===== src/rtl/wb_uart_pkg.sv =====
// Shared constants, STATUS bit layout and state types for the Wishbone UART.
package wb_uart_pkg;

    // Register index, taken from adr[2:1]
    localparam logic [1:0] REG_DATA    = 2'd0;
    localparam logic [1:0] REG_STATUS  = 2'd1;
    localparam logic [1:0] REG_DIVISOR = 2'd2;

    // STATUS bit positions
    localparam int ST_TX_FULL      = 0;
    localparam int ST_TX_BUSY      = 1;
    localparam int ST_RX_VALID     = 2;
    localparam int ST_RX_OVERRUN   = 3;
    localparam int ST_RX_FRAME_ERR = 4;
    localparam int ST_TX_IRQ_EN    = 8;

    typedef enum logic [1:0] {
        TX_IDLE  = 2'd0,
        TX_START = 2'd1,
        TX_DATA  = 2'd2,
        TX_STOP  = 2'd3
    } tx_state_e;

    typedef enum logic [1:0] {
        RX_IDLE  = 2'd0,
        RX_START = 2'd1,
        RX_DATA  = 2'd2,
        RX_STOP  = 2'd3
    } rx_state_e;

    // Divisor values below 2 are too short to centre-sample, so clamp them.
    function automatic logic [15:0] eff_divisor(input logic [15:0] div);
        return (div < 16'd2) ? 16'd2 : div;
    endfunction

endpackage


===== src/rtl/if_wb.sv =====
// Wishbone B3 classic bus, 16-bit data, byte address.
interface if_wb;
    logic        cyc;
    logic        stb;
    logic        we;
    logic [15:0] adr;
    logic [15:0] dat_m;
    logic [15:0] dat_s;
    logic        ack;

    modport slave  (input cyc, stb, we, adr, dat_m, output dat_s, ack);
    modport master (output cyc, stb, we, adr, dat_m, input dat_s, ack);
endinterface


===== src/rtl/uart_rx.sv =====
// UART 8N1 receiver: 2-FF synchroniser, start-bit qualification, bit sampling.
// Emits a one-cycle byte_done with the byte and stop-bit error flag.
module uart_rx
    import wb_uart_pkg::*;
(
    input  logic        clk,
    input  logic        reset,
    input  logic        rxd,
    input  logic [15:0] div,
    output logic        byte_done,
    output logic [7:0]  rx_byte,
    output logic        stop_err
);

    logic        sync1_q, sync1_d;
    logic        sync2_q, sync2_d;
    logic        prev_q, prev_d;
    rx_state_e   state_q, state_d;
    logic [15:0] cnt_q, cnt_d;
    logic [2:0]  bit_q, bit_d;
    logic [7:0]  shift_q, shift_d;
    logic [15:0] half;

    // (div+1)>>1 without needing a 17-bit intermediate
    assign half    = {1'b0, div[15:1]} + {15'd0, div[0]};
    assign rx_byte = shift_q;

    // Next-state logic: falling edge arms a half-bit wait, then full-bit sampling
    always_comb begin
        sync1_d   = rxd;
        sync2_d   = sync1_q;
        prev_d    = sync2_q;
        state_d   = state_q;
        cnt_d     = cnt_q;
        bit_d     = bit_q;
        shift_d   = shift_q;
        byte_done = 1'b0;
        stop_err  = 1'b0;
        case (state_q)
            RX_IDLE: begin
                if (prev_q && !sync2_q) begin
                    state_d = RX_START;
                    cnt_d   = half - 16'd1;
                end
            end
            RX_START: begin
                if (cnt_q == 16'd0) begin
                    if (sync2_q) begin
                        state_d = RX_IDLE;
                    end else begin
                        state_d = RX_DATA;
                        cnt_d   = div;
                        bit_d   = 3'd0;
                    end
                end else begin
                    cnt_d = cnt_q - 16'd1;
                end
            end
            RX_DATA: begin
                if (cnt_q == 16'd0) begin
                    shift_d = {sync2_q, shift_q[7:1]};
                    cnt_d   = div;
                    if (bit_q == 3'd7) begin
                        state_d = RX_STOP;
                    end else begin
                        bit_d = bit_q + 3'd1;
                    end
                end else begin
                    cnt_d = cnt_q - 16'd1;
                end
            end
            RX_STOP: begin
                if (cnt_q == 16'd0) begin
                    byte_done = 1'b1;
                    stop_err  = ~sync2_q;
                    state_d   = RX_IDLE;
                end else begin
                    cnt_d = cnt_q - 16'd1;
                end
            end
            default: state_d = RX_IDLE;
        endcase
    end

    // State and datapath registers; the line idles high
    always_ff @(posedge clk or posedge reset) begin
        if (reset) begin
            sync1_q <= 1'b1;
            sync2_q <= 1'b1;
            prev_q  <= 1'b1;
            state_q <= RX_IDLE;
            cnt_q   <= 16'd0;
            bit_q   <= 3'd0;
            shift_q <= 8'd0;
        end else begin
            sync1_q <= sync1_d;
            sync2_q <= sync2_d;
            prev_q  <= prev_d;
            state_q <= state_d;
            cnt_q   <= cnt_d;
            bit_q   <= bit_d;
            shift_q <= shift_d;
        end
    end

endmodule


===== src/rtl/wb_uart.sv =====
// Wishbone slave UART (8N1): DATA/STATUS/DIVISOR registers, double-buffered
// transmitter, one-deep receive holding register with overrun/framing flags.
module wb_uart
    import wb_uart_pkg::*;
#(
    parameter logic [15:0] reset_divisor = 16'd433
) (
    input  logic clk,
    input  logic reset,
    if_wb.slave  wb,
    input  logic uart_rxd,
    output logic uart_txd,
    output logic irq
);

    logic        ack_q, ack_d;
    logic [15:0] dat_s_q, dat_s_d;
    logic [15:0] div_q, div_d;
    logic        tx_irq_en_q, tx_irq_en_d;
    logic        tx_full_q, tx_full_d;
    logic [7:0]  tx_hold_q, tx_hold_d;
    logic        rx_valid_q, rx_valid_d;
    logic        rx_overrun_q, rx_overrun_d;
    logic        rx_frame_err_q, rx_frame_err_d;
    logic [7:0]  rx_data_q, rx_data_d;

    tx_state_e   tx_state_q, tx_state_d;
    logic [15:0] tx_cnt_q, tx_cnt_d;
    logic [2:0]  tx_bit_q, tx_bit_d;
    logic [7:0]  tx_shift_q, tx_shift_d;
    logic        txd_q, txd_d;
    logic        tx_load;

    logic        bus_req, bus_wr, bus_rd;
    logic [1:0]  bus_sel;
    logic        tx_wr_accept, rd_data_clr, st_wr;
    logic [15:0] div_eff;
    logic [15:0] status_word;
    logic        unused_adr_bits;

    logic        rx_byte_done;
    logic [7:0]  rx_byte;
    logic        rx_stop_err;

    assign bus_req      = wb.cyc & wb.stb & ~ack_q;
    assign bus_sel      = wb.adr[2:1];
    assign bus_wr       = bus_req & wb.we;
    assign bus_rd       = bus_req & ~wb.we;
    assign tx_wr_accept = bus_wr & (bus_sel == REG_DATA) & ~tx_full_q;
    assign rd_data_clr  = bus_rd & (bus_sel == REG_DATA);
    assign st_wr        = bus_wr & (bus_sel == REG_STATUS);
    assign div_eff      = eff_divisor(div_q);
    assign unused_adr_bits = ^{wb.adr[15:3], wb.adr[0]};

    assign wb.ack   = ack_q;
    assign wb.dat_s = dat_s_q;
    assign uart_txd = txd_q;
    assign irq      = rx_valid_q | (tx_irq_en_q & ~tx_full_q);

    uart_rx u_rx (
        .clk       (clk),
        .reset     (reset),
        .rxd       (uart_rxd),
        .div       (div_eff),
        .byte_done (rx_byte_done),
        .rx_byte   (rx_byte),
        .stop_err  (rx_stop_err)
    );

    // STATUS word assembly
    always_comb begin
        status_word                  = 16'd0;
        status_word[ST_TX_FULL]      = tx_full_q;
        status_word[ST_TX_BUSY]      = (tx_state_q != TX_IDLE);
        status_word[ST_RX_VALID]     = rx_valid_q;
        status_word[ST_RX_OVERRUN]   = rx_overrun_q;
        status_word[ST_RX_FRAME_ERR] = rx_frame_err_q;
        status_word[ST_TX_IRQ_EN]    = tx_irq_en_q;
    end

    // Bus decode, read mux and register updates; hardware flag sets beat software clears
    always_comb begin
        ack_d          = bus_req;
        dat_s_d        = 16'd0;
        div_d          = div_q;
        tx_irq_en_d    = tx_irq_en_q;
        tx_hold_d      = tx_hold_q;
        rx_valid_d     = rx_valid_q;
        rx_overrun_d   = rx_overrun_q;
        rx_frame_err_d = rx_frame_err_q;
        rx_data_d      = rx_data_q;

        if (bus_rd) begin
            case (bus_sel)
                REG_DATA:    dat_s_d = {8'h00, rx_data_q};
                REG_STATUS:  dat_s_d = status_word;
                REG_DIVISOR: dat_s_d = div_q;
                default:     dat_s_d = 16'd0;
            endcase
        end
        if (bus_wr && bus_sel == REG_DIVISOR) begin
            div_d = wb.dat_m;
        end
        if (tx_wr_accept) begin
            tx_hold_d = wb.dat_m[7:0];
        end
        if (st_wr) begin
            tx_irq_en_d = wb.dat_m[ST_TX_IRQ_EN];
            if (wb.dat_m[ST_RX_OVERRUN])   rx_overrun_d   = 1'b0;
            if (wb.dat_m[ST_RX_FRAME_ERR]) rx_frame_err_d = 1'b0;
        end
        if (rd_data_clr) begin
            rx_valid_d = 1'b0;
        end
        if (rx_byte_done) begin
            rx_data_d  = rx_byte;
            rx_valid_d = 1'b1;
            if (rx_valid_q && !rd_data_clr) rx_overrun_d   = 1'b1;
            if (rx_stop_err)                rx_frame_err_d = 1'b1;
        end
    end

    // TX state machine: start, 8 data bits LSB first, stop; chains frames with no idle bit
    always_comb begin
        tx_state_d = tx_state_q;
        tx_cnt_d   = tx_cnt_q;
        tx_bit_d   = tx_bit_q;
        tx_shift_d = tx_shift_q;
        txd_d      = txd_q;
        tx_load    = 1'b0;
        case (tx_state_q)
            TX_IDLE: begin
                txd_d = 1'b1;
                if (tx_full_q) begin
                    tx_load    = 1'b1;
                    tx_shift_d = tx_hold_q;
                    txd_d      = 1'b0;
                    tx_cnt_d   = div_eff;
                    tx_state_d = TX_START;
                end
            end
            TX_START: begin
                if (tx_cnt_q == 16'd0) begin
                    tx_state_d = TX_DATA;
                    txd_d      = tx_shift_q[0];
                    tx_shift_d = {1'b0, tx_shift_q[7:1]};
                    tx_bit_d   = 3'd0;
                    tx_cnt_d   = div_eff;
                end else begin
                    tx_cnt_d = tx_cnt_q - 16'd1;
                end
            end
            TX_DATA: begin
                if (tx_cnt_q == 16'd0) begin
                    tx_cnt_d = div_eff;
                    if (tx_bit_q == 3'd7) begin
                        tx_state_d = TX_STOP;
                        txd_d      = 1'b1;
                    end else begin
                        tx_bit_d   = tx_bit_q + 3'd1;
                        txd_d      = tx_shift_q[0];
                        tx_shift_d = {1'b0, tx_shift_q[7:1]};
                    end
                end else begin
                    tx_cnt_d = tx_cnt_q - 16'd1;
                end
            end
            TX_STOP: begin
                if (tx_cnt_q == 16'd0) begin
                    if (tx_full_q) begin
                        tx_load    = 1'b1;
                        tx_shift_d = tx_hold_q;
                        txd_d      = 1'b0;
                        tx_cnt_d   = div_eff;
                        tx_state_d = TX_START;
                    end else begin
                        txd_d      = 1'b1;
                        tx_state_d = TX_IDLE;
                    end
                end else begin
                    tx_cnt_d = tx_cnt_q - 16'd1;
                end
            end
            default: begin
                txd_d      = 1'b1;
                tx_state_d = TX_IDLE;
            end
        endcase

        // A write is only accepted when the holding register is empty, so it never
        // coincides with the shifter emptying it.
        tx_full_d = tx_full_q;
        if (tx_load)      tx_full_d = 1'b0;
        if (tx_wr_accept) tx_full_d = 1'b1;
    end

    // All registers; reset drops the line high immediately, aborting any frame
    always_ff @(posedge clk or posedge reset) begin
        if (reset) begin
            ack_q          <= 1'b0;
            dat_s_q        <= 16'd0;
            div_q          <= reset_divisor;
            tx_irq_en_q    <= 1'b0;
            tx_full_q      <= 1'b0;
            tx_hold_q      <= 8'd0;
            rx_valid_q     <= 1'b0;
            rx_overrun_q   <= 1'b0;
            rx_frame_err_q <= 1'b0;
            rx_data_q      <= 8'd0;
            tx_state_q     <= TX_IDLE;
            tx_cnt_q       <= 16'd0;
            tx_bit_q       <= 3'd0;
            tx_shift_q     <= 8'd0;
            txd_q          <= 1'b1;
        end else begin
            ack_q          <= ack_d;
            dat_s_q        <= dat_s_d;
            div_q          <= div_d;
            tx_irq_en_q    <= tx_irq_en_d;
            tx_full_q      <= tx_full_d;
            tx_hold_q      <= tx_hold_d;
            rx_valid_q     <= rx_valid_d;
            rx_overrun_q   <= rx_overrun_d;
            rx_frame_err_q <= rx_frame_err_d;
            rx_data_q      <= rx_data_d;
            tx_state_q     <= tx_state_d;
            tx_cnt_q       <= tx_cnt_d;
            tx_bit_q       <= tx_bit_d;
            tx_shift_q     <= tx_shift_d;
            txd_q          <= txd_d;
        end
    end

endmodule


===== src/flat_wrapper.sv =====
// flat-port wrapper written by rule: the top's interface ports become plain ports
module wb_uart_flat import wb_uart_pkg::*;
#(
    parameter logic [15:0] reset_divisor = 16'd433
)
  (clk, reset, uart_rxd, uart_txd, irq, wb_cyc, wb_stb, wb_we, wb_adr, wb_dat_m, wb_dat_s, wb_ack);
  if_wb wb_i ();
  input  logic clk;
  input  logic reset;
  input  logic uart_rxd;
  output logic uart_txd;
  output logic irq;
  input wire logic [$bits(wb_i.cyc)-1:0] wb_cyc;
  input wire logic [$bits(wb_i.stb)-1:0] wb_stb;
  input wire logic [$bits(wb_i.we)-1:0] wb_we;
  input wire logic [$bits(wb_i.adr)-1:0] wb_adr;
  input wire logic [$bits(wb_i.dat_m)-1:0] wb_dat_m;
  output wire logic [$bits(wb_i.dat_s)-1:0] wb_dat_s;
  output wire logic [$bits(wb_i.ack)-1:0] wb_ack;
  assign wb_i.cyc = wb_cyc;
  assign wb_i.stb = wb_stb;
  assign wb_i.we = wb_we;
  assign wb_i.adr = wb_adr;
  assign wb_i.dat_m = wb_dat_m;
  assign wb_dat_s = wb_i.dat_s;
  assign wb_ack = wb_i.ack;
  wb_uart #(.reset_divisor(reset_divisor)) u_core (.clk(clk), .reset(reset), .wb(wb_i), .uart_rxd(uart_rxd), .uart_txd(uart_txd), .irq(irq));
endmodule

===== config.mk =====
export PLATFORM = sky130hd
export DESIGN_NAME = wb_uart_flat
export DESIGN_NICKNAME = d
export VERILOG_FILES = /design/src/rtl/wb_uart_pkg.sv /design/src/rtl/if_wb.sv /design/src/rtl/uart_rx.sv /design/src/rtl/wb_uart.sv /design/src/flat_wrapper.sv
export SDC_FILE = /design/constraint.sdc
export NUM_CORES = 1
export LEC_CHECK = 0
export CAP_MARGIN = 20
export CORE_MARGIN = 4
export CORE_UTILIZATION = 53
export DETAILED_ROUTE_END_ITERATION = 8
export PLACE_DENSITY = 0.88
export SYNTH_ARGS = -nofsm -noshare
export SYNTH_HDL_FRONTEND = slang
export SYNTH_HIERARCHICAL = 1
export SYNTH_SLANG_ARGS = --single-unit

===== constraint.sdc =====
create_clock -name clk -period 2.7 [get_ports clk]
set_clock_uncertainty 0.05 [all_clocks]
set_input_delay 0.675 -clock clk [delete_from_list [all_inputs] [get_ports clk]]
set_output_delay 0.675 -clock clk [all_outputs]
set_load 0.01 [all_outputs]

======== After elaboration in Yosys (flattened, before gate mapping) ========
Index checks and enable logic that the tools add are counted.
storage, ports and cells
  output and inout bits ................... 19
  bits of input ports ..................... 38
  logic and storage cells ................. 159
  register bits after elaboration ......... 116
operators by class
  add/subtract/negate cells ............... 6
  bitwise logic cells ..................... 14
  eq/ne operators ......................... 25
  mux-type cells .......................... 67
  reduce and logical (&&, ||, !) cells .... 24
  magnitude comparators ................... 1
operator list
  cell                   count
  $mux 16                10
  $pmux 16 s3            2
  $pmux 16 s4            1
  $sub 16x1->16 const B  3
  $mux 8                 5
  $logic_not 16->1       2
  $pmux 8 s4             1
  $mux 1                 24
  $mux 2                 11
  $mux 3                 7
  $ne 2x2->1 const B     9
  $add 15x1->16          1
  $lt 16x2->1 const B    1
  $pmux 2 s4             2
  $reduce_and 5->1       3
  $pmux 3 s2             2
  $eq 2x2->1 const B     5
  $ne 2x1->1 const B     5
  $reduce_bool 2->1      5
  $and 1x1->1            9
  $reduce_and 4->1       2
  $add 3x1->3 const B    2
  $eq 2x1->1 const B     3
  $eq 3x3->1 const B     2
  11 further kinds       20

======== Depth between registers and ports, before layout ========
  depth in word-level cells ............... 8
  mapped depth ............................ 11
  mapped depth without buffers ............ 11

======== Modules after synthesis ========
Netlist, hierarchy kept.
by module, submodules not included
  module   cells each  seq. area each (sq um)  instances  area an instance (sq um)
  wb_uart  415         2109.5                  1          4352.9
  uart_rx  278         804.5                   1          2511.2

======== Worst setup path after synthesis ========
No wires, ideal clock.
  path type ............................... register to register
  start ................................... register u_core.div_q[7]
  end ..................................... register u_core.u_rx.cnt_q[12]
  library setup time ...................... 0.087 ns
  buffers on the path ..................... 0
  slack ................................... -0.055 ns
  clock period less this slack ............ 2.755 ns
  required time ........................... 2.563 ns
  stages on the path, launching flop included .. 12
  data arrival time ....................... 2.618 ns
  cells stage by stage .................... dfstp_2 nor4_1 a41oi_1 inv_1 inv_1 ha_1 ha_1 nor3b_1 nand3_1 or3_1 xor2_1 o211ai_1
on the way
  cells in the longest elaborated chain, start to end .. 6
  elaborated cells on any way between the ends .. 9
  those cells by class .................... 2 x add/sub; 1 x order compare; 6 x mux
ends and longest elaborated chain
  item                    line               text
  from (decl)             wb_uart.sv:18      logic [15:0] div_q, div_d;
  from (signal assigned)  wb_uart.sv:202     div_q <= reset_divisor;
  from (signal assigned)  wb_uart.sv:218     div_q <= div_d;
  $lt 16x2->1             wb_uart_pkg.sv:33  return (div < 16'd2) ? 16'd2 : div;
  $mux 16                 wb_uart_pkg.sv:33
  via u_core.div_eff[1]   wb_uart.sv:37      logic [15:0] div_eff;
  $add 15x1->16           uart_rx.sv:25      assign half = {1'b0, div[15:1]} + {15'd0, div[0]};
  $sub 16x1->16           uart_rx.sv:43      cnt_d = half - 16'd1;
  $mux 16                 uart_rx.sv:41      if (prev_q && !sync2_q) begin
  $pmux 16 s4             uart_rx.sv:39      case (state_q)
  to (signal assigned)    uart_rx.sv:100     cnt_q <= cnt_d;
  to (decl)               uart_rx.sv:19      logic [15:0] cnt_q, cnt_d;
The timed path passes the listed nets, and every way through them passes these cells. The select of a mux whose other input is x is not followed.
A chain may end at the register's enable or synchronous reset.

======== Worst setup path in the final report ========
  start ................................... register u_core.div_q[14]
  end ..................................... register u_core.u_rx.cnt_q[11]
The elaborated chain is that of the path after synthesis.

==> metrics <==
Multi-input gate area=3710 um2; Layout Nets=806; Mapped Area=6860 um2; Area Growth Syn to Fin=21.8%; GP Congestion=0.898; CTS H-tree lvls=4; dpl cells=902; core footprint=12700 um2; FF+latch area=2920 um2; FMAX=0.372 GHz; Compound-Gate Fraction of Synth Area=17.6%; main combinational cell family by area after synthesis=simple AND/OR/NAND/NOR gates; DR vias=5933; Post-Synthesis Cells=693; syn_area_per_cell=9.90 um2; WS Path Type=register to register; Initial Utilization=54.2%; row cnt=41; RR Endpoint=u_core/u_rx/cnt_q[11]; Antenna Nets Post-Route=0; Die Area=14800 um2; Critical Path Sink=u_core/u_rx/cnt_q[11]; first-pass GRT wire length=29.8 mm; Die Y=122 um; CTS tree=built; Synth area leader=dfrtp_1; status=completed; Detailed Route WL=18.6 mm; utilization after layout=66.0%; Min-Delay Path Class=register to register; max_slew headroom=59.5%; DRC=0; GR Util All Layers=25.6%; post-route cell area=8360 um2; Placed Area=7640 um2; leakage=3.56 nW; Tightest Pin Transition=608 ps; GR Overflow Total=0; filler instances=897; pwr/cell area=1130 nW/um2; share of layout cells above drive strength 1=22.3%; vias in the first global route=5876; Most used DFF post-synth=dfrtp_1; detailed placement HPWL=12.3 mm; r2r startpoint=u_core/div_q[14]; Min Hold Slack=309 ps; r2r setup slk=10 ps; sequential fraction of the synthesis area=42.5%; Post-synth ARST share=100%; initial antenna violation count=0; Worst Path Required=2930 ps; Post-synth EDFFs=0; Initial DRT Pass Iterations=7; Post-Route Setup TNS=0 ps; DR WL/cell=19.9 um; Yosys warnings=6; setup violators final=0; post-synthesis mux area share=11.3%; setup ws final=14.1 ps; Die X=122 um; Num CTS Buffers=17; IO Pins=57; FF+latch count, synth=116; CP arrival=2920 ps; worst setup path start=u_core/div_q[14]; share of the synthesized area in the top cell type=39.0%; Slew Limit Fails=0; CTS Root Buffer Type=clkbuf_16; Register-to-Register Path Depth=11; Vias/cell=6.35; Synth area leaders=dfrtp_1, mux2_2, mux2i_1; CP Capture Type=register; First DRT Iteration DRCs=753; post-synthesis simple-gate area fraction=17.6%; CP max FO=6; Non-Filler Instances=935; pin count of the biggest net entering global routing=85; Synth cell types=86; Post-Synth Adder-Cell Area=3.28%; Fin. Hold Viols=0; pre-CTS setup slack=-24.8 ps; Ant. Diodes=0; Worst-Skew Late Latency=420 ps; CTS sink cnt=116; Tmin final=2690 ps; Clock Tree Buf Depth=2; hold_buf cts=0; Clock Pin Slew Worst Setup and Hold Paths=60 ps; Mapped Nets=749; Tot Pwr=9.46 mW; I/O Buffers=42; Worst Setup Start Kind=register; post-synthesis xor/xnor area fraction=2.42%; VDD IR max=511 uV; post-route clock period utilization=99.5%; max_cap viols=0
power by group:
group / switching [mW] / total [mW] / internal (mW)
sequential: 0.542 / 2.76 / 2.21
combinational: 2.61 / 4.44 / 1.82
clock: 0.773 / 2.27 / 1.49
cells in the mapped netlist, types with 3 or more instances:
cell / instances
nor4_1: 11
ha_1: 18
inv_1: 35
xnor2_1: 13
buf_4: 4
o22ai_1: 9
dfstp_2: 9
buf_1: 3
nand3b_1: 3
o21ai_0: 34
o221ai_1: 3
a22oi_1: 4
nor2_1: 51
nand2_1: 48
nand4_1: 4
xor2_1: 6
a221o_1: 3
a21oi_1: 35
o31ai_1: 4
dfrtp_1: 107
clkbuf_1: 33
a31oi_1: 12
mux2i_1: 28
a22o_1: 6
nor2b_1: 3
o211ai_1: 15
or3_1: 10
a21o_1: 3
a221oi_1: 8
nand2b_1: 8
and2_1: 8
nand3_1: 14
mux2_2: 43
nor3_1: 16
or4_1: 5
buf_2: 8
nor4_4: 4
o31a_1: 3
o2111ai_1: 3
buf_6: 3
kinds of logic after synthesis:
family          Yosys count
fa+ha+maj                18
mux                      72
compound gates          171
simple gates            211
buf+inv                  86
flops                   116
xor+xnor                 19
cell usage in the layout, fill, tap and decap left out, types with 12 or more instances in the layout:
cell type and n:
clkbuf_16 17, a21oi_1 35, mux2i_1 28, inv_1 33, nand3_1 13, clkdlybuf4s50_1 42, buf_4 44, a31oi_1 12
nor2_1 51, dfrtp_1 106, o211ai_1 15, nor3_1 16, xnor2_1 13, o21ai_0 34, nand2_1 48, mux2_2 43
ha_1 16
flip-flops by register name (all words and copies together), names as in the netlist, 8 cells and up, named ones only:
name and count:
u_core/div_q 16, u_core/rx_data_q 8, u_core/tx_cnt_q 16, u_core/tx_hold_q 8, u_core/tx_shift_q 8, u_core/u_rx/cnt_q 16, u_core/u_rx/rx_byte 8, u_core/wb.dat_s 16
worst min-delay path by stage:
stage               slack [ps]  depth (start not counted)                 from                  to
finish                     310                          0  u_core/u_rx/sync1_q  u_core/u_rx/prev_d
global placement           300                          0  u_core/u_rx/sync1_q  u_core/u_rx/prev_d
CTS                        310                          0  u_core/u_rx/sync1_q  u_core/u_rx/prev_d
detailed placement         300                          0  u_core/u_rx/sync1_q  u_core/u_rx/prev_d
floorplan                  300                          0  u_core/u_rx/sync1_q  u_core/u_rx/prev_d
global route               310                          0  u_core/u_rx/sync1_q  u_core/u_rx/prev_d
per-layer routing:
layer | global-route usage [%] | wire [um] | part of all wire, %
met1 | 33.9 | 7520 | 40
met2 | 40.6 | 8620 | 46
met5 | 0 | 0 | 0
met4 | 11.2 | 748 | 4.0
met3 | 5.94 | 1690 | 9.1
area by class of cell:
cell class	count	share of cell area, %
Timing Repair Buffer	89	9.59
Multi-Input combinational cell	491	44.4
Clock inverter	6	1.26
Inverter	35	1.62
Sequential cell	116	34.9
Clock buffer	26	5.73
Tap cell	172	2.57
what timing repair did:
item                       CTS  global route
setup buffers                0             1
setup endpoints to repair    6            11
gates resized for setup      3            19
pin swaps                    0             7
hold endpoints to repair     0             0
critical path, stage by stage, from the launching register on:
cell	delay, ps
dfrtp_2	450
nor4_4	390
a41oi_2	200
inv_1	150
inv_1	90
ha_4	180
nor4b_2	160
buf_4	170
nand4b_1	120
mux2_2	360
o311ai_1	90
o211ai_1	130
Note: power is estimated with default switching activity, not from simulation.
